## src/rtl/pipe_hazard_ctrl_pkg.sv

```systemverilog
// Shared types and constants for the pipeline hazard sequencer.
// Control bundle ordering matches the pipeline register order PC -> MEM/WB.
package pipe_ctrl_pkg;

    typedef enum logic [1:0] {
        RUN      = 2'd0,
        MEM_WAIT = 2'd1,
        FLUSH    = 2'd2
    } state_t;

    localparam logic [4:0] REG_ZERO = 5'd0;

    typedef struct packed {
        logic pc_ld;
        logic ifid_ld;
        logic ifid_flush;
        logic idex_ld;
        logic idex_bubble;
        logic exmem_ld;
        logic memwb_bubble;
    } ctrl_t;

    localparam ctrl_t CTRL_DEFAULT = '{pc_ld: 1'b1, ifid_ld: 1'b1, ifid_flush: 1'b0,
                                       idex_ld: 1'b1, idex_bubble: 1'b0,
                                       exmem_ld: 1'b1, memwb_bubble: 1'b0};

    localparam ctrl_t CTRL_FREEZE  = '{pc_ld: 1'b0, ifid_ld: 1'b0, ifid_flush: 1'b0,
                                       idex_ld: 1'b0, idex_bubble: 1'b0,
                                       exmem_ld: 1'b0, memwb_bubble: 1'b1};

endpackage

```

## src/rtl/pipe_hazard_ctrl_if.sv

```systemverilog
// Hazard inputs from the pipeline and the register-control/statistics outputs back to it.
// master = pipeline side, slave = hazard sequencer.
interface pipe_hazard_ctrl_if #(
    parameter int CNT_W = 16
);
    logic [4:0]       id_rs;
    logic [4:0]       id_rt;
    logic             id_uses_rt;
    logic             idex_mem_read;
    logic [4:0]       idex_rt;
    logic             br_taken;
    logic             mem_req;
    logic             mem_ready;

    logic             pc_ld;
    logic             ifid_ld;
    logic             ifid_flush;
    logic             idex_ld;
    logic             idex_bubble;
    logic             exmem_ld;
    logic             memwb_bubble;
    logic             mem_err;
    logic [CNT_W-1:0] stall_cnt;
    logic [CNT_W-1:0] flush_cnt;

    modport master (
        output id_rs, id_rt, id_uses_rt, idex_mem_read, idex_rt,
               br_taken, mem_req, mem_ready,
        input  pc_ld, ifid_ld, ifid_flush, idex_ld, idex_bubble,
               exmem_ld, memwb_bubble, mem_err, stall_cnt, flush_cnt
    );

    modport slave (
        input  id_rs, id_rt, id_uses_rt, idex_mem_read, idex_rt,
               br_taken, mem_req, mem_ready,
        output pc_ld, ifid_ld, ifid_flush, idex_ld, idex_bubble,
               exmem_ld, memwb_bubble, mem_err, stall_cnt, flush_cnt
    );

endinterface

```

## src/rtl/pipe_hazard_ctrl_lu_detect.sv

```systemverilog
// Load-use compare between the load in ID/EX and the source registers of the ID instruction.
// Purely combinational, zero latency; r0 is never a real dependence.
module lu_detect
    import pipe_ctrl_pkg::*;
(
    input  logic       i_idex_mem_read,
    input  logic [4:0] i_idex_rt,
    input  logic [4:0] i_id_rs,
    input  logic [4:0] i_id_rt,
    input  logic       i_id_uses_rt,
    output logic       o_lu
);

    logic w_rs_hit;
    logic w_rt_hit;

    assign w_rs_hit = (i_idex_rt == i_id_rs);
    assign w_rt_hit = i_id_uses_rt && (i_idex_rt == i_id_rt);
    assign o_lu     = i_idex_mem_read && (i_idex_rt != REG_ZERO) && (w_rs_hit || w_rt_hit);

endmodule

```

## src/rtl/pipe_hazard_ctrl.sv

```systemverilog
// Stall/flush/freeze sequencer for the 5-stage pipe; Mealy controls, same-cycle response.
// Memory freeze holds every stage until mem_ready or the wait timeout releases it.
module pipe_hazard_ctrl
    import pipe_ctrl_pkg::*;
#(
    parameter int BR_PENALTY  = 1,
    parameter int MEM_TIMEOUT = 64,
    parameter int CNT_W       = 16
) (
    input  logic                clk,
    input  logic                rst,
    pipe_hazard_ctrl_if.slave   bus
);

    localparam int              WAIT_W    = (MEM_TIMEOUT > 2) ? $clog2(MEM_TIMEOUT) : 1;
    localparam logic [WAIT_W-1:0] WAIT_LAST = WAIT_W'(MEM_TIMEOUT - 1);
    localparam logic [1:0]      FL_LOAD   = 2'(BR_PENALTY - 1);

    state_t            r_state;
    logic [1:0]        r_fl_cnt;
    logic [WAIT_W-1:0] r_wait_cnt;
    logic              r_mem_err;
    logic [CNT_W-1:0]  r_stall_cnt;
    logic [CNT_W-1:0]  r_flush_cnt;

    logic  w_lu;
    logic  w_freeze;
    logic  w_timeout;
    logic  w_br_acc;
    ctrl_t w_ctrl;

    lu_detect u_lu_detect (
        .i_idex_mem_read (bus.idex_mem_read),
        .i_idex_rt       (bus.idex_rt),
        .i_id_rs         (bus.id_rs),
        .i_id_rt         (bus.id_rt),
        .i_id_uses_rt    (bus.id_uses_rt),
        .o_lu            (w_lu)
    );

    assign w_freeze  = bus.mem_req && !bus.mem_ready;
    assign w_timeout = (r_state == MEM_WAIT) && !bus.mem_ready && (r_wait_cnt == WAIT_LAST);

    // Priority within RUN: freeze, then load-use, then taken branch.
    always_comb begin
        w_ctrl   = CTRL_DEFAULT;
        w_br_acc = 1'b0;
        if (rst) begin
            case (r_state)
                RUN: begin
                    if (w_freeze) begin
                        w_ctrl = CTRL_FREEZE;
                    end else if (w_lu) begin
                        w_ctrl.pc_ld       = 1'b0;
                        w_ctrl.ifid_ld     = 1'b0;
                        w_ctrl.idex_bubble = 1'b1;
                    end else if (bus.br_taken) begin
                        w_ctrl.ifid_flush = 1'b1;
                        w_br_acc          = 1'b1;
                    end
                end
                FLUSH: begin
                    if (w_freeze) begin
                        w_ctrl = CTRL_FREEZE;
                    end else begin
                        w_ctrl.ifid_flush = 1'b1;
                    end
                end
                MEM_WAIT: begin
                    if (!bus.mem_ready && !w_timeout) begin
                        w_ctrl = CTRL_FREEZE;
                    end
                end
                default: ;
            endcase
        end
    end

    always_ff @(posedge clk or negedge rst) begin
        if (!rst) begin
            r_state     <= RUN;
            r_fl_cnt    <= 2'd0;
            r_wait_cnt  <= '0;
            r_mem_err   <= 1'b0;
            r_stall_cnt <= '0;
            r_flush_cnt <= '0;
        end else begin
            case (r_state)
                RUN: begin
                    if (w_freeze) begin
                        r_state    <= MEM_WAIT;
                        r_wait_cnt <= '0;
                    end else if (w_br_acc && (BR_PENALTY > 1)) begin
                        r_state  <= FLUSH;
                        r_fl_cnt <= FL_LOAD;
                    end
                end
                FLUSH: begin
                    // An interrupted flush is dropped, not resumed after the freeze.
                    if (w_freeze) begin
                        r_state    <= MEM_WAIT;
                        r_wait_cnt <= '0;
                        r_fl_cnt   <= 2'd0;
                    end else begin
                        r_fl_cnt <= r_fl_cnt - 2'd1;
                        if (r_fl_cnt == 2'd1) begin
                            r_state <= RUN;
                        end
                    end
                end
                MEM_WAIT: begin
                    if (bus.mem_ready) begin
                        r_state <= RUN;
                    end else if (w_timeout) begin
                        r_state   <= RUN;
                        r_mem_err <= 1'b1;
                    end else begin
                        r_wait_cnt <= r_wait_cnt + 1'b1;
                    end
                end
                default: r_state <= RUN;
            endcase

            if (!w_ctrl.pc_ld && (r_stall_cnt != {CNT_W{1'b1}})) begin
                r_stall_cnt <= r_stall_cnt + 1'b1;
            end
            if (w_br_acc && (r_flush_cnt != {CNT_W{1'b1}})) begin
                r_flush_cnt <= r_flush_cnt + 1'b1;
            end
        end
    end

    assign bus.pc_ld        = w_ctrl.pc_ld;
    assign bus.ifid_ld      = w_ctrl.ifid_ld;
    assign bus.ifid_flush   = w_ctrl.ifid_flush;
    assign bus.idex_ld      = w_ctrl.idex_ld;
    assign bus.idex_bubble  = w_ctrl.idex_bubble;
    assign bus.exmem_ld     = w_ctrl.exmem_ld;
    assign bus.memwb_bubble = w_ctrl.memwb_bubble;
    assign bus.mem_err      = r_mem_err;
    assign bus.stall_cnt    = r_stall_cnt;
    assign bus.flush_cnt    = r_flush_cnt;

endmodule

```

## src/flat_wrapper.sv

```systemverilog
// flat-port wrapper written by rule: the top's interface ports become plain ports
module pipe_hazard_ctrl_flat import pipe_ctrl_pkg::*;
#(
    parameter int BR_PENALTY  = 1,
    parameter int MEM_TIMEOUT = 64,
    parameter int CNT_W       = 16
)
  (clk, rst, bus_id_rs, bus_id_rt, bus_id_uses_rt, bus_idex_mem_read, bus_idex_rt, bus_br_taken, bus_mem_req, bus_mem_ready, bus_pc_ld, bus_ifid_ld, bus_ifid_flush, bus_idex_ld, bus_idex_bubble, bus_exmem_ld, bus_memwb_bubble, bus_mem_err, bus_stall_cnt, bus_flush_cnt);
  pipe_hazard_ctrl_if #(.CNT_W(CNT_W)) bus_i ();
  input  logic clk;
  input  logic rst;
  input wire logic [$bits(bus_i.id_rs)-1:0] bus_id_rs;
  input wire logic [$bits(bus_i.id_rt)-1:0] bus_id_rt;
  input wire logic [$bits(bus_i.id_uses_rt)-1:0] bus_id_uses_rt;
  input wire logic [$bits(bus_i.idex_mem_read)-1:0] bus_idex_mem_read;
  input wire logic [$bits(bus_i.idex_rt)-1:0] bus_idex_rt;
  input wire logic [$bits(bus_i.br_taken)-1:0] bus_br_taken;
  input wire logic [$bits(bus_i.mem_req)-1:0] bus_mem_req;
  input wire logic [$bits(bus_i.mem_ready)-1:0] bus_mem_ready;
  output wire logic [$bits(bus_i.pc_ld)-1:0] bus_pc_ld;
  output wire logic [$bits(bus_i.ifid_ld)-1:0] bus_ifid_ld;
  output wire logic [$bits(bus_i.ifid_flush)-1:0] bus_ifid_flush;
  output wire logic [$bits(bus_i.idex_ld)-1:0] bus_idex_ld;
  output wire logic [$bits(bus_i.idex_bubble)-1:0] bus_idex_bubble;
  output wire logic [$bits(bus_i.exmem_ld)-1:0] bus_exmem_ld;
  output wire logic [$bits(bus_i.memwb_bubble)-1:0] bus_memwb_bubble;
  output wire logic [$bits(bus_i.mem_err)-1:0] bus_mem_err;
  output wire logic [$bits(bus_i.stall_cnt)-1:0] bus_stall_cnt;
  output wire logic [$bits(bus_i.flush_cnt)-1:0] bus_flush_cnt;
  assign bus_i.id_rs = bus_id_rs;
  assign bus_i.id_rt = bus_id_rt;
  assign bus_i.id_uses_rt = bus_id_uses_rt;
  assign bus_i.idex_mem_read = bus_idex_mem_read;
  assign bus_i.idex_rt = bus_idex_rt;
  assign bus_i.br_taken = bus_br_taken;
  assign bus_i.mem_req = bus_mem_req;
  assign bus_i.mem_ready = bus_mem_ready;
  assign bus_pc_ld = bus_i.pc_ld;
  assign bus_ifid_ld = bus_i.ifid_ld;
  assign bus_ifid_flush = bus_i.ifid_flush;
  assign bus_idex_ld = bus_i.idex_ld;
  assign bus_idex_bubble = bus_i.idex_bubble;
  assign bus_exmem_ld = bus_i.exmem_ld;
  assign bus_memwb_bubble = bus_i.memwb_bubble;
  assign bus_mem_err = bus_i.mem_err;
  assign bus_stall_cnt = bus_i.stall_cnt;
  assign bus_flush_cnt = bus_i.flush_cnt;
  pipe_hazard_ctrl #(.BR_PENALTY(BR_PENALTY), .MEM_TIMEOUT(MEM_TIMEOUT), .CNT_W(CNT_W)) u_core (.clk(clk), .rst(rst), .bus(bus_i));
endmodule
```

## config.mk

```make
export PLATFORM = sky130hd
export DESIGN_NAME = pipe_hazard_ctrl_flat
export DESIGN_NICKNAME = d
export VERILOG_FILES = /design/src/rtl/pipe_hazard_ctrl_pkg.sv /design/src/rtl/pipe_hazard_ctrl_if.sv /design/src/rtl/pipe_hazard_ctrl_lu_detect.sv /design/src/rtl/pipe_hazard_ctrl.sv /design/src/flat_wrapper.sv
export SDC_FILE = /design/constraint.sdc
export NUM_CORES = 1
export LEC_CHECK = 0
export BUFFER_PORTS_ARGS = -buffer_cell sky130_fd_sc_hd__buf_2
export CELL_PAD_IN_SITES_DETAIL_PLACEMENT = 0
export CELL_PAD_IN_SITES_GLOBAL_PLACEMENT = 1
export CORE_MARGIN = 2
export CORE_UTILIZATION = 42
export DETAILED_ROUTE_END_ITERATION = 12
export PLACE_DENSITY = 0.95
export SLEW_MARGIN = 15
export SYNTH_ARGS = -nofsm -noshare
export SYNTH_HDL_FRONTEND = slang
export SYNTH_SLANG_ARGS = --single-unit
```

## constraint.sdc

```tcl
create_clock -name clk -period 4.68 [get_ports clk]
set_clock_uncertainty 0.05 [all_clocks]
set_input_delay 0.468 -clock clk [delete_from_list [all_inputs] [get_ports clk]]
set_output_delay 0.468 -clock clk [all_outputs]
set_load 0.05 [all_outputs]
```

Yosys cells after proc, flatten, opt, wreduce, memory -nomap -nowiden
Cells that the tools add are included.
{"block": "classes", "reduce_logical": 20, "n_mux": 27, "n_addsub": 4, "eq_ne": 14, "n_bitwise": 1}
{"op": "$add 16x1->16 const B", "count": 2}
{"op": "$ne 16x16->1 const B", "count": 2}
{"op": "$pmux 7 s3", "count": 1}
{"op": "$mux 2", "count": 9}
{"op": "$mux 6", "count": 3}
{"op": "$mux 7", "count": 2}
{"op": "$pmux 6 s2", "count": 1}
{"op": "$eq 5x5->1", "count": 2}
{"op": "$logic_and 1x1->1", "count": 9}
{"op": "$mux 1", "count": 8}
{"op": "$add 6x1->6 const B", "count": 1}
{"op": "$eq 6x6->1 const B", "count": 1}
{"op": "$pmux 2 s3", "count": 1}
{"op": "$reduce_and 3->1", "count": 2}
{"op": "$reduce_bool 5->1", "count": 1}
{"op": "$eq 2x1->1 const B", "count": 2}
{"op": "$mux 4", "count": 1}
{"op": "$ne 2x1->1 const B", "count": 2}
{"op": "$ne 2x2->1 const B", "count": 2}
{"op": "$reduce_and 4->1", "count": 1}
{"op": "$logic_not 1->1", "count": 3}
{"op": "$mux 3", "count": 1}
{"op": "$ne 3x1->1 const B", "count": 1}
{"op": "$ne 3x2->1 const B", "count": 1}
{"op": "7 further kinds", "count": 7}
{"block": "totals", "output_inout_bits": 40, "word_cells": 72, "register_bits": 43, "inputBits": 22}

Depth between registers and ports, before layout
{"block": "logic_depth", "depth_word": 10, "mapped_depth": 8, "mapped_depth_nobuf": 7}

Hierarchy
From an unflattened synthesis, not the netlist that was laid out.
{"block": "hier_totals", "cells_unflattened": 208, "area_unflattened_um2": 2138.3}
{"mod": "pipe_hazard_ctrl", "cells_each": 191, "seq_area_each_um2": 1001.0, "area_each_um2": 2005.7, "instances": 1}
{"mod": "lu_detect", "cells_each": 17, "seq_area_each_um2": 0.0, "area_each_um2": 132.6, "instances": 1}

Worst setup path after synthesis
Ideal clock, no wire load.
{"block": "synth_path", "path_type": "in2out", "start": "input bus_idex_rt[1]", "end": "output bus_pc_ld", "t_arrival_ns": 2.314, "required_ns": 4.162, "cell_stages": 6, "path_slack_ns": 1.848, "path_buffers": 2, "path_cell_list": "or4_1 -> o21ai_2 -> o21a_2 -> buf_2 -> nand2b_1 -> buf_4"}
{"block": "synth_between", "elab_chain_cells": 8, "elab_cells_between_ends": 11}
{"item": "start, declared", "line": "flat_wrapper.sv:16", "source": "input wire logic [$bits(bus_i.idex_rt)-1:0] bus_idex_rt;"}
{"item": "$eq 5x5->1", "line": "pipe_hazard_ctrl_lu_detect.sv:18", "source": "assign w_rt_hit = i_id_uses_rt && (i_idex_rt == i_id_rt);"}
{"item": "$logic_and 1x1->1", "line": "pipe_hazard_ctrl_lu_detect.sv:18"}
{"item": "$logic_or 1x1->1", "line": "pipe_hazard_ctrl_lu_detect.sv:19", "source": "assign o_lu = i_idex_mem_read && (i_idex_rt != REG_ZERO) && (w_rs_hit || w_rt_hit);"}
{"item": "$logic_and 1x1->1 (*)", "line": "pipe_hazard_ctrl_lu_detect.sv:19"}
{"item": "$mux 2 (*)", "line": "pipe_hazard_ctrl.sv:53", "source": "end else if (w_lu) begin"}
{"item": "$mux 3 (*)", "line": "pipe_hazard_ctrl.sv:51", "source": "if (w_freeze) begin"}
{"item": "$pmux 7 s3 (*)", "line": "pipe_hazard_ctrl.sv:49", "source": "case (r_state)"}
{"item": "$mux 7 (*)", "line": "pipe_hazard_ctrl.sv:48", "source": "if (rst) begin"}
{"item": "end, declared", "line": "flat_wrapper.sv:20", "source": "output wire logic [$bits(bus_i.pc_ld)-1:0] bus_pc_ld;"}
Every way passes the cells marked *; elsewhere a longest branch is shown, timed or not.

Worst setup path in the final report
{"block": "layout_path", "start": "input bus_idex_rt[4]", "end": "output bus_ifid_flush"}
{"block": "layout_between", "elab_chain_cells": 8, "elab_cells_between_ends": 11}
{"item": "$eq 5x5->1", "line": "pipe_hazard_ctrl_lu_detect.sv:18"}
{"item": "$logic_and 1x1->1", "line": "pipe_hazard_ctrl_lu_detect.sv:18"}
{"item": "$logic_or 1x1->1", "line": "pipe_hazard_ctrl_lu_detect.sv:19"}
{"item": "$logic_and 1x1->1 (*)", "line": "pipe_hazard_ctrl_lu_detect.sv:19"}
{"item": "$mux 1 (*)", "line": "pipe_hazard_ctrl.sv:53"}
{"item": "$mux 3 (*)", "line": "pipe_hazard_ctrl.sv:51"}
{"item": "$pmux 7 s3 (*)", "line": "pipe_hazard_ctrl.sv:49"}
{"item": "$mux 7 (*)", "line": "pipe_hazard_ctrl.sv:48"}
{"item": "end, declared", "line": "flat_wrapper.sv:22", "source": "output wire logic [$bits(bus_i.ifid_flush)-1:0] bus_ifid_flush;"}
Marked as above.

==> results_dict.tcl <==
set metrics [dict create \
    dieArea_um2 5653 \
    switchingPower_mw 0.4677 \
    cts_buffer_depth 2 \
    post_cts_resize_count 0 \
    grt_pass1_vias 1597 \
    grt_pass1_wl_mm 7.127 \
    gp_congestion 0.7973 \
    relSlewSlack_pct 47.17 \
    hold_viol_final 0 \
    cp.arrival_ns 2.20 \
    numCtsBuffers 5 \
    critPathMaxStageDelay_ns 0.68 \
    yosysSeqAreaShare_pct 47.03 \
    setup_tns_ns 0 \
    synth_top_family_by_area "simple AND/OR/NAND/NOR gates" \
    syn_nets 237 \
    synthCells 212 \
    detailedPlace.worstSlack_ns 1.863 \
    cts_tree "yes" \
    multi_input_comb_area_um2 1065 \
    combPwrFrac_pct 36.0 \
    timing.final.ws_setup_ns 1.963 \
    synthMuxAreaShare_pct 2.058 \
    hold-worst-slack_ns 0.09100 \
    fin_crit_ns 2.717 \
    antenna_cells 0 \
    total_leakage_power_nw 1.319 \
    path_clk_slew_ns 0.07 \
    synthSimpleGateAreaFrac_pct 24.81 \
    grt_remaining_overflow 0 \
    synthXorXnorAreaFrac_pct 16.46 \
    crit_path_frequent_cell "buf_2" \
    clockPowerShare_pct 19.9 \
    dr.pass1.iters 4 \
    grtUsageMet3_pct 4.819 \
    worstSkewPairLatency_ns 0.29 \
    rows 25 \
    die_height_um 75.19 \
    syn_area_per_cell_um2 10.04 \
    cts_root_buf "clkbuf_8" \
    swShare_pct 43.44 \
    drt-total-wl_mm 4.541 \
    dp_hpwl_mm 3.419 \
    total_power_mw 1.077 \
    synth-seq-cells 40 \
    dr_total_vias 1786 \
    synth-edff-count 0 \
    final_antenna_net_count 0 \
    cp-end-kind "primary output" \
    wl_per_cell_um 13.24 \
    drt_drc_violations_left 0 \
    busiest_layer "met2" \
    hold_path_class "in2async" \
    grt_util_met2_pct 26.41 \
    drv_slew 0 \
    critPathMaxFanout 17 \
    synthArstFlopShare_pct 100.0 \
    synth_top_area_cell "dfrtp_1" \
    period_share_pct 58.06 \
    tightestPinTransition_ns 0.7925 \
    synth_fa_ha_area_share_pct 1.764 \
    core_area_um2 4817 \
    crit_slowest_cell "o2111ai_2" \
    drtIter0Drc 133 \
    post_cts_buffers 0 \
    synth_top_area_share_pct 47.03 \
    htree_levels 2 \
    portBuffers 61 \
    routed_via_density 5.207 \
    maxCapViolCount 0 \
    initial_core_util_pct 44.18 \
    synth.area.top_cells "dfrtp_1 (47%), xor2_1 (14%), nand2_1 (3.5%)" \
    drive_above_1_share_pct 28.26 \
    power.density_nw_per_um2 418.3 \
    start_kind "primary input" \
    area_growth_pct 20.93 \
    regArea_um2 1001 \
    grtUsageMet1_pct 21.92 \
    nets 301 \
    io-pin-count 62 \
    synth_compound_gate_area_share_pct 4.938 \
    critPathKind "in2out" \
    die_w_um 75.19 \
    netlist_area_um2 2128 \
    ir_drop_uv 486.5 \
    clock_sinks 40 \
    fill_cells 477 \
    grt_max_degree 24 \
    synth_ff_type "dfrtp_1" \
    antenna_found_initial 0 \
    gr-usage-all-layers_pct 16.40 \
    internal-power_mw 0.6088 \
    cts_hold_buf 0 \
    yosysWarnings 0 \
    outcome "completed" \
    required_ns 4.16 \
    seqPwrFrac_pct 44.1 \
    max_clock_freq_ghz 0.3680 \
    synth.distinct_cells 41 \
    rsz0062_at_grt "false" \
    setup_viol 0 \
    worstPathCellList "buf_2 -> xor2_1 -> nor4_1 -> a32oi_1 -> o2111ai_2 -> inv_1 -> buf_2" \
]
[cells in the final DEF, fill, tap and decap left out, types with 2 or more instances in the layout]
cell type,n
nor2_1,11
inv_1,9
nand2_1,20
ha_1,3
nor4_1,8
and3_1,5
dfrtp_1,40
mux2_2,2
nor3_2,3
nand3_1,11
nand2b_1,2
nand4_1,11
nor3_1,14
o21ai_0,4
buf_2,61
xor2_1,34
a21oi_1,2
xnor2_1,6
nor3b_1,2
clkbuf_8,5
[sequential cells by signal (all words and copies together) (netlist names)]
name,flops
u_core.bus.flush_cnt,16
u_core.bus.stall_cnt,16
u_core.bus.mem_err,1
u_core.r_wait_cnt,6
u_core.r_state,1
[power by group through the flow]
| stage | combinational (mW) | clock [mW] | sequential [mW] |
|---|---|---|---|
| CTS | 0.392 | 0.221 | 0.475 |
| global placement | 0.381 | 0 | 0.479 |
| finish | 0.388 | 0.214 | 0.475 |
| global route | 0.415 | 0.235 | 0.487 |
| detailed placement | 0.390 | 0 | 0.481 |
| floorplan | 0.128 | 0 | 0.635 |
[stage by stage]
step	instance area [um^2]	std cells	util (%)
global placement	2496	336	51.82
CTS	2574	343	53.43
detailed placement	2496	336	51.82
floorplan	2128	212	-
global route	2574	343	53.43
finish	2574	343	53.43
[cell usage after synthesis (2+ instances only)]
cell	number
ha_1	3
buf_4	2
nor3_2	3
nand3_1	11
nor3_1	14
nor3b_1	2
and3_1	5
nor4_1	8
xor2_1	34
a21oi_1	2
o21ai_0	4
mux2_2	2
dfrtp_1	40
nand4_1	11
inv_1	9
buf_2	2
xnor2_1	6
nand2b_1	2
nor2_1	11
nand2_1	20
[final cells by class]
type / count / share of cell area (%)
clock buffers: 6 / 2.820
clock inverters: 1 / 0.1945
inverters: 9 / 1.313
multi-input cells: 158 / 41.37
flip-flops and latches: 40 / 38.89
well taps: 67 / 3.257
repair buffers: 62 / 12.15
[worst paths after layout]
kind / start / to / slack (ns) / depth (start not counted)
hold reg to reg: u_core.bus.mem_err$_DFFE_PN0P_ / u_core.bus.mem_err$_DFFE_PN0P_ / 0.43 / 1
setup / recovery: bus_idex_rt[4] / bus_ifid_flush / 1.96 / 7
hold / removal: rst / u_core.bus.flush_cnt[15]$_DFFE_PN0P_ / 0.09 / 1
max in group asynchronous: rst / u_core.bus.mem_err$_DFFE_PN0P_ / 3.83 / 2
min in group clk: u_core.bus.mem_err$_DFFE_PN0P_ / u_core.bus.mem_err$_DFFE_PN0P_ / 0.43 / 1
setup reg to reg: u_core.r_wait_cnt[0]$_DFFE_PN0P_ / u_core.bus.stall_cnt[9]$_DFFE_PN0P_ / 2.40 / 7
[critical path, delay by kind of cell]
| family | cells | cell delay [ns] |
|---|---|---|
| compound gates | 2 | 0.88 |
| buf+inv | 3 | 0.42 |
| xor+xnor | 1 | 0.15 |
| simple gates | 1 | 0.27 |
[cells by family (layout without fill, tap and decap cells)]
family,after synthesis,count (layout)
compound gates,14,14
xor+xnor,40,40
fa+ha+maj,3,3
buf+inv,14,78
flops,40,40
mux,4,4
simple gates,97,97
[routing by layer]
layer	share of wire (%)	routed length [um]	vias up
met4	0.90	41	0
li1	-	-	869
met3	7.4	334	5
met1	46	2086	856
met2	46	2079	56
met5	0	0	-
No activity file was read; power rests on OpenSTA's default activity.
